===== config.mk =====
export PLATFORM = sky130hd
export DESIGN_NAME = mp_add_seq
export DESIGN_NICKNAME = d
export VERILOG_FILES = /design/src/rtl/mp_add_seq.sv
export SDC_FILE = /design/constraint.sdc
export NUM_CORES = 1
export LEC_CHECK = 0
export ABC_AREA = 1
export CORE_MARGIN = 5
export CORE_UTILIZATION = 39
export CTS_BUF_LIST = sky130_fd_sc_hd__clkbuf_8
export DETAILED_ROUTE_END_ITERATION = 8
export PLACE_DENSITY = 0.88
export SYNTH_ARGS = -nofsm -noshare
export SYNTH_HDL_FRONTEND = slang
export SYNTH_SLANG_ARGS = --single-unit
export TNS_END_PERCENT = 5

===== constraint.sdc =====
create_clock -name clk -period 2.2 [get_ports clk]
set_clock_uncertainty 0.05 [all_clocks]
set_input_delay 0.44 -clock clk [delete_from_list [all_inputs] [get_ports clk]]
set_output_delay 0.44 -clock clk [all_outputs]
set_load 0.03 [all_outputs]

===== src/rtl/mp_add_seq.sv =====
// Multi-precision add/subtract sequencer: streams 16-bit limbs LS-first through an
// external combinational adder, chaining the carry between limbs.
module mp_add_seq #(
  parameter int unsigned W    = 16,
  parameter int unsigned CNTW = 8
) (
  input  logic            clk,
  input  logic            rst_n,
  input  logic            in_valid,
  output logic            in_ready,
  input  logic [W-1:0]    in_a,
  input  logic [W-1:0]    in_b,
  input  logic            in_first,
  input  logic            in_last,
  input  logic            in_sub,
  output logic [W-1:0]    add_a,
  output logic [W-1:0]    add_b,
  output logic            add_cin,
  input  logic [W-1:0]    add_sum,
  input  logic            add_cout,
  output logic            out_valid,
  input  logic            out_ready,
  output logic [W-1:0]    out_sum,
  output logic [CNTW-1:0] out_idx,
  output logic            out_last,
  output logic            out_carry,
  output logic            out_ovf,
  output logic            out_err
);

  typedef enum logic {IDLE = 1'b0, BUSY = 1'b1} state_t;

  state_t          r_state;
  logic            r_carry;
  logic            r_sub;
  logic [CNTW-1:0] r_idx;
  logic            r_out_valid;
  logic [W-1:0]    r_out_sum;
  logic            r_out_last;
  logic            r_out_carry;
  logic            r_out_ovf;
  logic            r_out_err;

  logic            w_start;
  logic            w_sub_eff;
  logic            w_accept;
  logic [W-1:0]    w_add_b;
  logic            w_ovf;

  // A limb in IDLE or one flagged first opens (or restarts) an operation.
  assign w_start   = (r_state == IDLE) || in_first;
  assign w_sub_eff = w_start ? in_sub : r_sub;
  assign w_add_b   = in_b ^ {W{w_sub_eff}};
  assign in_ready  = !r_out_valid || out_ready;
  assign w_accept  = in_valid && in_ready;
  assign w_ovf     = (in_a[W-1] == w_add_b[W-1]) && (add_sum[W-1] != in_a[W-1]);

  assign add_a   = in_a;
  assign add_b   = w_add_b;
  assign add_cin = w_start ? w_sub_eff : r_carry;

  assign out_valid = r_out_valid;
  assign out_sum   = r_out_sum;
  assign out_idx   = r_idx;
  assign out_last  = r_out_last;
  assign out_carry = r_out_carry;
  assign out_ovf   = r_out_ovf;
  assign out_err   = r_out_err;

  // Sequencer state and registered result slot; everything holds under backpressure.
  always_ff @(posedge clk or negedge rst_n) begin
    if (!rst_n) begin
      r_state     <= IDLE;
      r_carry     <= 1'b0;
      r_sub       <= 1'b0;
      r_idx       <= '0;
      r_out_valid <= 1'b0;
      r_out_sum   <= '0;
      r_out_last  <= 1'b0;
      r_out_carry <= 1'b0;
      r_out_ovf   <= 1'b0;
      r_out_err   <= 1'b0;
    end else if (w_accept) begin
      r_carry     <= add_cout;
      r_sub       <= w_sub_eff;
      r_idx       <= w_start ? '0 : r_idx + CNTW'(1);
      r_out_valid <= 1'b1;
      r_out_sum   <= add_sum;
      r_out_last  <= in_last;
      r_out_carry <= in_last & add_cout;
      r_out_ovf   <= in_last & w_ovf;
      r_out_err   <= (r_state == BUSY) & in_first;
      r_state     <= in_last ? IDLE : BUSY;
    end else if (out_ready) begin
      r_out_valid <= 1'b0;
    end
  end

endmodule


==> results.txt, run 1 <==
- Post-route fraction of the period consumed by the critical path: 97.4%
- Pwr dens: 733 nW/um^2
* ANT cells: 0
- Library cell used as clock root buffer: sky130_fd_sc_hd__clkbuf_8
* Area share of the largest cell type after synthesis: 46.3%
- Crit path largest cell delay: 0.67 ns
- The most used flip-flop cell after synthesis is sky130_fd_sc_hd__dfrtp_1.
- Core box area: 4320 sq um
- Final instance area: 2660 sq um
* Number of nets in the layout: 347
- Counting stages on the worst path, the most repeated cell is sky130_fd_sc_hd__clkdlybuf4s50_1.
- Routability congestion estimate: 0.841
- Worst-margin pin slew: 0.406 ns
- In this run the power spent charging and discharging nets is 0.000701 W.
* Combinational power share: 39.1%
- For this configuration, the core starts out at a cell density of roughly two fifths.
- Setup repair after global routing left no endpoint under its margin.
* Data required, critical path: about 1.7 ns
- Before antenna repair, the detailed router went through 4 iterations.
- Net switching fraction of the power: 36.0%
- Of the synthesized area, sequential elements account for 46.3%.
- The most common cell in the synthesized netlist is sky130_fd_sc_hd__nand2_1.
- Critical-path maximum fanout: 2
- Worst hold path type: register to register
- The share of total power dissipated in sequential elements is 36.1%.
- Counting flops with an async set or reset pin after synthesis yields a share of 100%.
- Detailed routing inserted a total of 1583 vias.
- Leakage power: 1.29 nW
- Via count of the first global-routing pass: 1465
* Overall fraction of global-route tracks in use: 14.2%
* Avg WL per Cell: approximately 13 microns
* Number of buffers created by CTS: 5
* Largest net degree at the start of global routing: 33
- Detailed router's first-iteration violation count: 50
- The count of nets left with antenna violations once routing finished came out at 0.
* Height of the die: about 77 microns
* Sinks on the clock net: 32
- Hold is met by 0.434 ns.
- Most area-hungry cell type in the Yosys netlist: sky130_fd_sc_hd__dfrtp_1
* Vias/cell: 4.63
- Buffer and inverter count on the worst path: 3
- Utilization of the core after routing: 61.4%
* Synthesized netlist cell count: 210
- After legalization and detailed placement, the total HPWL measured ~3300 microns.
- Final Slew Violations: 0
- EDFF count, synth: 0
- Min cycle time layout: 2.14 ns
- Final hold violation count: 0
* Path type of the worst setup path: input port to output pin
* Crit path max-delay cell type: sky130_fd_sc_hd__clkdlybuf4s50_1
- Total length of routed wires: between 4000 and 5000 microns
* Total overflow reported by the global router: 0
* Cells taking the most area after synthesis: sky130_fd_sc_hd__dfrtp_1 (46%), sky130_fd_sc_hd__nand2_1 (17%), sky130_fd_sc_hd__xor2_1 (7.6%)
- Clock latency on the worst-skew pair, taken at its later pin, is 0.28 ns.
- Wire length of the first global-routing pass: just under 7000 microns
- H-tree depth reported by CTS: 2
- The die covers 5860 sq um.
- From left edge to right edge, the die measures 76.6 microns.
- TritonCTS clock tree: done
- In this run the tightest slew margin relative to its limit is 72.9%.
* Number of unique standard cell types used by synthesis: 23
- The tool flagged a number of max-cap violations equal to 0.
* Crit-path cells: clkdlybuf4s50_1 -> inv_1 -> nand2_2 -> clkdlybuf4s50_1
* Filler cell count: between 300 and 400
- Synth Net Count: 267
- The synthesized netlist occupies a cell area of 1730 sq um.
* Warnings from Yosys: 0
- Type of element launching the critical path: input port
* Avg Synthesized Cell Area: 8.23 sq um
- The floorplan has 24 rows.
- The longest clock path from root to sink contains 2 buffers.
- Highest clock rate: around 470 MHz
- FF+latch count, synth: 32
- Top cells by instance count after synthesis: sky130_fd_sc_hd__nand2_1 (77), sky130_fd_sc_hd__dfrtp_1 (32), sky130_fd_sc_hd__buf_4 (16), sky130_fd_sc_hd__inv_1 (16), sky130_fd_sc_hd__xor2_1 (15)
- Largest delay share family, worst path: buffers and inverters
- Area overhead of the layout relative to synthesis: 53.7%
- Number of antenna violations at the first check in global routing: 0
- Final setup fails: 0
- Cell internal power was estimated by the tool at ~0.0012 W.
- approximately 120 I/O pins were placed.
- # DRC: 0
- Data arrives at the worst endpoint at approximately 1.7 ns.
* Clock slew seen by the registers of the worst setup and hold paths: 0.06 ns
* Proportion of layout cells with a drive suffix above 1: 14.1%
- Crit. End Element: output pin
* Share of power burned in the clock network: around 25%
* Slack of the worst reg-to-reg path: 0.68 ns
- Number of buffers added on ports: 88
- After detailed placement, the total cell area comes to between 2000 and 3000 sq um.
* Result of the run: complete, no violations
- IR analysis of the VDD net gives a maximum drop of just under 0.4 mV.
## routing by layer
| metal | share of wire [%] | global-route usage, % |
|---|---|---|
| met4 | 1.4 | 5.94 |
| met2 | 54 | 25.7 |
| met5 | 0 | 0 |
| met1 | 39 | 15.2 |
| met3 | 5.7 | 4.02 |
## worst register-to-register path, cell delays in order (launching register included)
cell,delay [ns]
sky130_fd_sc_hd__dfrtp_1,0.38
sky130_fd_sc_hd__nand2_2,0.08
sky130_fd_sc_hd__buf_4,0.11
sky130_fd_sc_hd__nand2_2,0.15
sky130_fd_sc_hd__inv_2,0.36
sky130_fd_sc_hd__nand2_1,0.14
sky130_fd_sc_hd__o21ai_0,0.18
## cell usage in the layout (no fill, tap or decap), types with 7 or more instances in the layout
master,n
sky130_fd_sc_hd__nand2_1,77
sky130_fd_sc_hd__clkdlybuf4s50_1,70
sky130_fd_sc_hd__dfrtp_1,32
sky130_fd_sc_hd__buf_4,21
sky130_fd_sc_hd__inv_1,15
sky130_fd_sc_hd__xor2_1,15
sky130_fd_sc_hd__nor2_1,11
sky130_fd_sc_hd__o21ai_0,10
sky130_fd_sc_hd__nand3_1,9
sky130_fd_sc_hd__clkbuf_8,7
## layout make-up
cell class	instances	area, sq um	area share [%]
sequential	32	801	30.1
inverter	17	63.8	2.40
multi-input combinational	142	759	28.6
timing repair buffer	92	871	32.8
tap	52	65.1	2.45
clock buffer	7	96.3	3.63
## power groups by stage
| stage | clock [W] | sequential [W] | combinational (W) |
|---|---|---|---|
| after detailed placement | 0 | 0.000709 | 0.000746 |
| after CTS | 0.000497 | 0.000700 | 0.000747 |
| after global routing | 0.000526 | 0.000710 | 0.000808 |
| after global placement | 0 | 0.000708 | 0.000734 |
| final | 0.000482 | 0.000702 | 0.000762 |
| after floorplan | 0 | 0.000825 | 0.000346 |
## path summary, 6_finish.rpt
kind	from	end	cells after the start
max in group asynchronous	rst_n	r_sub	2
min in group asynchronous	rst_n	out_idx[7]	2
min	out_sum[13]	out_sum[13]	2
max reg2reg	out_valid	out_carry	6
min reg2reg	out_sum[13]	out_sum[13]	2
max	out_ready	in_ready	4
## registers in the layout (all words and copies together), names as in the netlist
register	flops
out_idx	8
out_carry	1
out_ovf	1
out_err	1
out_last	1
r_carry	1
r_state	1
out_sum	16
out_valid	1
r_sub	1
## logic make-up after synthesis
group	count (synthesis)	synth area share (%)
adder cells (fa/ha/maj)	1	0.724
buffers and inverters	39	13.0
XOR/XNOR	16	8.11
AO/OA/AOI/OAI	13	3.91
flip-flops	32	46.3
AND/OR/NAND/NOR	109	28.0
## metrics by stage
stage | instances | power [W] | setup slack, ns | setup TNS (ns)
6_report | 342 | 0.00195 | 0.0580 | 0
5_1_grt | 342 | 0.00204 | 0.00519 | 0
4_1_cts | 339 | 0.00194 | 0.0136 | 0
3_5_place_dp | 332 | 0.00145 | -0.00649 | -0.00932
3_3_place_gp | 332 | 0.00144 | 0.0482 | 0
2_1_floorplan | 210 | 0.00117 | 0.272 | 0
## repair_timing
action                     CTS  global route
gates resized for setup      1             4
cloned                       0             3
pin swaps                    1             5
hold buffers                 0             0
setup endpoints to repair    3            15
buffers inserted             0             0
No activity file was read; power rests on OpenSTA's default activity.
==> inputs of run 2 (changes only) <==
--- a/config.mk
+++ b/config.mk
@@ -5,8 +5,7 @@
 export SDC_FILE = /design/constraint.sdc
 export NUM_CORES = 1
 export LEC_CHECK = 0
-export ABC_AREA = 1
-export CORE_MARGIN = 5
+export CORE_MARGIN = 8
 export CORE_UTILIZATION = 39
 export CTS_BUF_LIST = sky130_fd_sc_hd__clkbuf_8
 export DETAILED_ROUTE_END_ITERATION = 8
==> results.txt, run 2 <==
* Result of the run: complete, no violations
- STA classifies the critical path startpoint as a register.
* X dimension of the die: 82.4 microns
* Max clock buf depth: 2
- The analysis attributes to net switching a power of 0.000731 W.
- During synthesis, Yosys emitted a total of 0 warnings.
* Path type of the worst setup path: register to output pin
- The total area inside the core boundary comes to around 4300 sq um.
- Clock slew seen by the registers of the worst setup and hold paths: 0.07 ns
- Most common cell after layout, fill and taps aside: sky130_fd_sc_hd__nand2_1
- Via count of the first global-routing pass: 1648
* Avg WL per Cell: 15.4 microns
- Multi-input gate area: 855 sq um
* Critical-path maximum fanout: 7
- Pwr dens: 751 nW/um^2
* # DRC: 0
* Number of antenna violations at the first check in global routing: 0
- The register with the most flip-flops in the layout has 16 of them.
- After layout, the minimum clock period comes to 2.18 ns.
- In this run the biggest area consumer among cell types represents 46.6% of the synthesized area.
- In the post-route analysis, the smallest setup slack over all paths is about 0.022 ns.
- Wire length of the first global-routing pass: 7690 microns
- In the synthesized netlist the dominant register cell turns out to be sky130_fd_sc_hd__dfrtp_1.
* Relative slew slack: between 70% and 80%
- Fill cells in the final layout number 341.
- The hold violation count in the final report was 0.
- Area enclosed by the die boundary: 6780 sq um
- Among all cell types in the netlist, the one instantiated most often is sky130_fd_sc_hd__nand2_1.
* Number of buffers added on ports: 88
* Cell Area, Synth: 1720 sq um
- Number of antenna-violating nets in the routed design: 0
- The number of nets handed over by synthesis was 245.
- Vias/cell: 4.79
- Hold repair after CTS inserted 0 buffers.
* Final instance area: 2840 sq um
- Fraction of power consumed by sequential logic: 32.8%
* Net switching fraction of the power: 34.3%
- In this run, CTS created clock tree buffers numbering 5.
* Avg Synthesized Cell Area: 9.14 sq um
- Worst hold path type: register to register
- Compared with the post-synthesis result, the final layout area differs by 65.5%.
- Routability-driven placement finished with a final weighted congestion of 0.750.
* EDFF count, synth: 0
- The tree is rooted in a sky130_fd_sc_hd__clkbuf_8.
* Register area: 802 sq um
- Detailed router's first-iteration violation count: 32
* Final Slew Violations: 0
- By area the synthesized netlist is led by sky130_fd_sc_hd__dfrtp_1 (47%), sky130_fd_sc_hd__nand2_1 (15%), sky130_fd_sc_hd__xnor2_1 (8.7%).
* Share of power burned in the clock network: roughly a quarter
- STA puts the critical path data required time at between 1.5 and 2 ns.
- Clock latency reported for the late side of the worst-skew pair: a little under 0.3 ns
* ANT cells: 0
- Largest voltage drop on the vdd net: 0.466 mV
- Overall fraction of global-route tracks in use: 14.8%
- Proportion of layout cells with a drive suffix above 1: 24.4%
* Highest clock rate: 459 MHz
* FF+latch count, synth: 32
- Once the floorplan was initialized, standard cells occupied 40.0% of the core.
* Number of top-level pins: 119
- RSZ-0062 raised after global routing: true
* Std-Cell Rows: 24
* Height of the die: 82.4 microns
- The top cell types in the final layout, fill and taps aside, are sky130_fd_sc_hd__nand2_1 (68), sky130_fd_sc_hd__clkdlybuf4s50_1 (67), sky130_fd_sc_hd__dfrtp_1 (31).
- Counting flops with an async set or reset pin after synthesis yields a share of 100%.
- Data arrival time of the worst path: 1.69 ns
- Max Cap Viol: 0
* Sinks on the clock net: 32
- Worst-margin pin slew: a little over 0.4 ns
- Entering global routing, the biggest net connects 33 pins.
* DR pass1 iterations: 4
- Number of unique standard cell types used by synthesis: 34
- Number of buffers inserted by post-CTS setup repair: 0
- Worst hold slack: 0.422 ns
- Ranked by instance count, the synthesized netlist is headed by sky130_fd_sc_hd__nand2_1 (68), sky130_fd_sc_hd__dfrtp_1 (32), sky130_fd_sc_hd__xnor2_1 (17), sky130_fd_sc_hd__buf_4 (16).
- Setup slack after placement: -0.116 ns
- Number of nets in the layout: 326
* Total half-perimeter wirelength after legalization and detailed placement: 3780 microns
* Post-Place Cell Area: between 2000 and 3000 sq um
* Total overflow reported by the global router: 0
* Most area-hungry cell type in the Yosys netlist: sky130_fd_sc_hd__dfrtp_1
- For this run, the register share of the synthesized area comes to ~47%.
- The routed layout has 1542 vias.
- The share of total power dissipated in combinational logic is 41.0%.
- In the synthesized netlist, the number of instances is 188.
- Final setup fails: 0
* H-tree depth reported by CTS: 2
- Summed over all cells, the static leakage comes to 1.32 nW.
- Total length of routed wires: 4960 microns
* TritonCTS clock tree: done
* Post-route fraction of the period consumed by the critical path: 99.0%
- The internal portion of the total power is 0.00140 W.
- Crit. End Element: output pin
[run 2: cell types whose count changed after synthesis, sizes merged, moves of 2 or more]
cell    previous run  this run
inv               17         1
clkbuf             0         2
xor2              15         0
nor3               3         1
nand2             83        69
and2               0         3
nand2b             0         5
nand3             10         5
o21ai             10         5
o31ai              0         3
xnor2              1        17
nor4b              0         2
nor2              11         3
or2b               0         2
[run 2: cell type report]
| type | instances | area share [%] |
|---|---|---|
| clock buffer | 5 | 2.42 |
| clock inverter | 3 | 1.50 |
| inverter | 1 | 0.132 |
| multi-input combinational | 131 | 30.1 |
| sequential | 32 | 28.2 |
| tap | 52 | 2.29 |
| timing repair buffer | 98 | 35.4 |
[run 2: worst paths after layout]
path	startpoint	to	slack (ns)	cells past startpoint
max reg2reg	r_state	out_ovf	0.65	5
min	out_sum[10]	out_sum[10]	0.42	2
max	r_state	add_b[8]	0.02	5
max in group asynchronous	rst_n	r_state	1.27	2
min reg2reg	out_sum[10]	out_sum[10]	0.42	2
min in group asynchronous	rst_n	out_idx[1]	0.51	2
[run 2: kinds of logic (layout without fill, tap and decap cells)]
group,Yosys count,in the layout,share of synthesized area (%)
muxes,1,1,0.655
DFF,32,32,46.6
and+or+nand+nor,97,97,26.1
adders and majority gates,1,1,0.728
buffers and inverters,25,107,10.7
AOI/OAI and AO/OA,15,15,6.48
xor gates and xnor gates,17,17,8.67
[run 2: through the flow]
step / TNS (ns) / util, % / total power (W) / instances
floorplan: 0 / - / 0.00118 / 188
global placement: -1.25 / 58.9 / 0.00146 / 313
detailed placement: -1.51 / 58.9 / 0.00148 / 313
CTS: 0 / 62.5 / 0.00208 / 322
global route: -0.375 / 66.2 / 0.00225 / 322
finish: 0 / 66.2 / 0.00213 / 322
[run 2: power by group through the flow]
stage,Clock (W),Combinational [W],Sequential (W)
global route,0.000609,0.000930,0.000708
finish,0.000559,0.000874,0.000700
floorplan,0,0.000366,0.000811
detailed placement,0,0.000774,0.000708
CTS,0.000580,0.000797,0.000699
global placement,0,0.000760,0.000705
[run 2: worst max-delay path: stages, from the launching register on]
cell	delay [ns]
sky130_fd_sc_hd__dfrtp_2	0.45
sky130_fd_sc_hd__and2b_2	0.24
sky130_fd_sc_hd__a21boi_4	0.22
sky130_fd_sc_hd__clkbuf_16	0.21
sky130_fd_sc_hd__xnor2_2	0.12
sky130_fd_sc_hd__buf_6	0.16
[run 2: repair_timing]
item / 4_1_cts / 5_1_grt
cloned: 1 / 0
setup endpoints to repair: 16 / 15
gates resized for setup: 7 / 31
pin swaps: 1 / 1
[run 2: metal layers]
layer	up-vias	GRT usage, %	wire (microns)
li1	747	-	-
met1	715	15.7	1890
met2	70	24.0	2360
met3	10	8.12	636
met4	0	5.96	78
met5	-	0	0
==> edit: new RTL, config.mk and constraints of run 1 <==
Change the parameter `W` from 16 to 24.
--- a/src/rtl/mp_add_seq.sv
+++ b/src/rtl/mp_add_seq.sv
@@ -3,3 +3,3 @@
 module mp_add_seq #(
-  parameter int unsigned W    = 16,
+  parameter int unsigned W    = 24,
   parameter int unsigned CNTW = 8
Ports: changed (6 resized); port bits go from 119 to 167. No check against the original RTL was run, so the function may have changed too.
==> edit against run 1 <==
- sequential cell count grew 8
- via count grew 29%
- critical path depth is the same
- setup slack lost 0.0063 ns
- routed wire length grew 38%
- sequential power grew 25%
- total power grew 27%
- synthesized area grew 27%
- cell area grew 31%
==> edit: results (changes against run 1) <==
Status: finished clean (unchanged)
Global-route wire length before repair: 9.83 mm (was 6.76 mm)
Port Buffers: 120 (was 88)
M1 GR Usage: 19.8% (was 15.2%)
Pre-CTS WS: -0.0917 ns (was -0.00649 ns)
Multi-input gate area: 952 µm² (was 759 µm²)
Yosys cell types: 24 (was 23)
Xor/xnor share of the synthesized area: 10.6% (was 8.11%)
Detailed placement HPWL: 4.58 mm (was 3.31 mm)
Post-Synth Adder-Cell Area: 0.570% (was 0.724%)
Fin cells: 445 (was 342)
Register area share after synthesis: 45.6% (was 46.3%)
Vias: 2044 (was 1583)
Hold Crit Class: primary input to async pin (was register to register)
Layout cells sized above 1: 17.2% (was 14.1%)
GR Util met2: 27.9% (was 25.7%)
Max reg flops: 24 (was 16)
Worst-margin pin slew: 0.492 ns (was 0.406 ns)
RD Place Congestion: 0.851 (was 0.841)
Total GRT Usage: 16.8% (was 14.2%)
Drt initial violations: 103 (was 50)
Lkg Pwr: 1.70 nW (was 1.29 nW)
Top post-synthesis cells by area: dfrtp_1, nand2_1, buf_4 (was dfrtp_1, nand2_1, xor2_1)
Cell count after placement: 428 (was 332)
Largest net degree at the start of global routing: 41 (was 33)
Syn nets: 342 (was 267)
Synth Area in Compound Gates: 3.19% (was 3.91%)
Switching share of total power: 38.2% (was 36.0%)
DR WL/cell: 13.9 µm (was 13.1 µm)
Avg Synthesized Cell Area: 8.41 µm² (was 8.23 µm²)
Synth cell count leaders: nand2_1, dfrtp_1, buf_4, xor2_1, inv_1 (was nand2_1, dfrtp_1, buf_4, inv_1, xor2_1)
[edit: power groups by stage]
stage	Sequential, mW	Clock [mW]	Combinational (mW)
finish	0.880	0.512	1.09
global route	0.894	0.564	1.16
CTS	0.879	0.526	1.06
detailed placement	0.891	0	1.03
global placement	0.890	0	1.02
floorplan	1.05	0	0.490
[edit: cell families (layout without fill, tap and decap cells)]
group           after synthesis  in the layout
compound gates               13             13
xor+xnor                     24             24
flops                        40             40
simple gates                134            136
fa+ha+maj                     1              1
buf+inv                      49            159
[edit: path summary, 6_finish.rpt]
kind                                        startpoint                      end  slack, ns  cells past startpoint
worst max-delay path                         out_ready                 in_ready       0.05                      4
worst min-delay path                             rst_n   out_sum[4]$_DFFE_PN0P_       0.13                      2
worst max register to register     r_state$_DFFE_PN0P_      out_ovf$_DFFE_PN0P_       0.74                      9
worst min register to register  out_sum[6]$_DFFE_PN0P_   out_sum[6]$_DFFE_PN0P_       0.43                      2
max in group asynchronous                        rst_n  out_sum[23]$_DFFE_PN0P_       1.61                      2
min in group clk                              in_first      out_err$_DFFE_PN0P_       0.43                      3
[edit: layer usage]
metal	wire (µm)	part of all wire [%]	vias to the layer above
li1	-	-	990
met1	2420	39	944
met2	3020	49	95
met3	644	10	15
met4	81	1.3	0
met5	0	0	-
[edit: final cells by class]
class,instances,area share [%]
sequential,40,28.9
inverter,16,1.73
timing repair buffer,135,36.7
tap,72,2.60
clock buffer,6,2.38
multi-input combinational,174,27.5
clock inverter,2,0.325
[edit: timing repair]
action	CTS	global route
pin swaps	2	1
cloned	2	0
endpoints found under the setup margin	23	23
resized for setup	4	7
hold endpoints to repair	0	0
buffers inserted	0	7
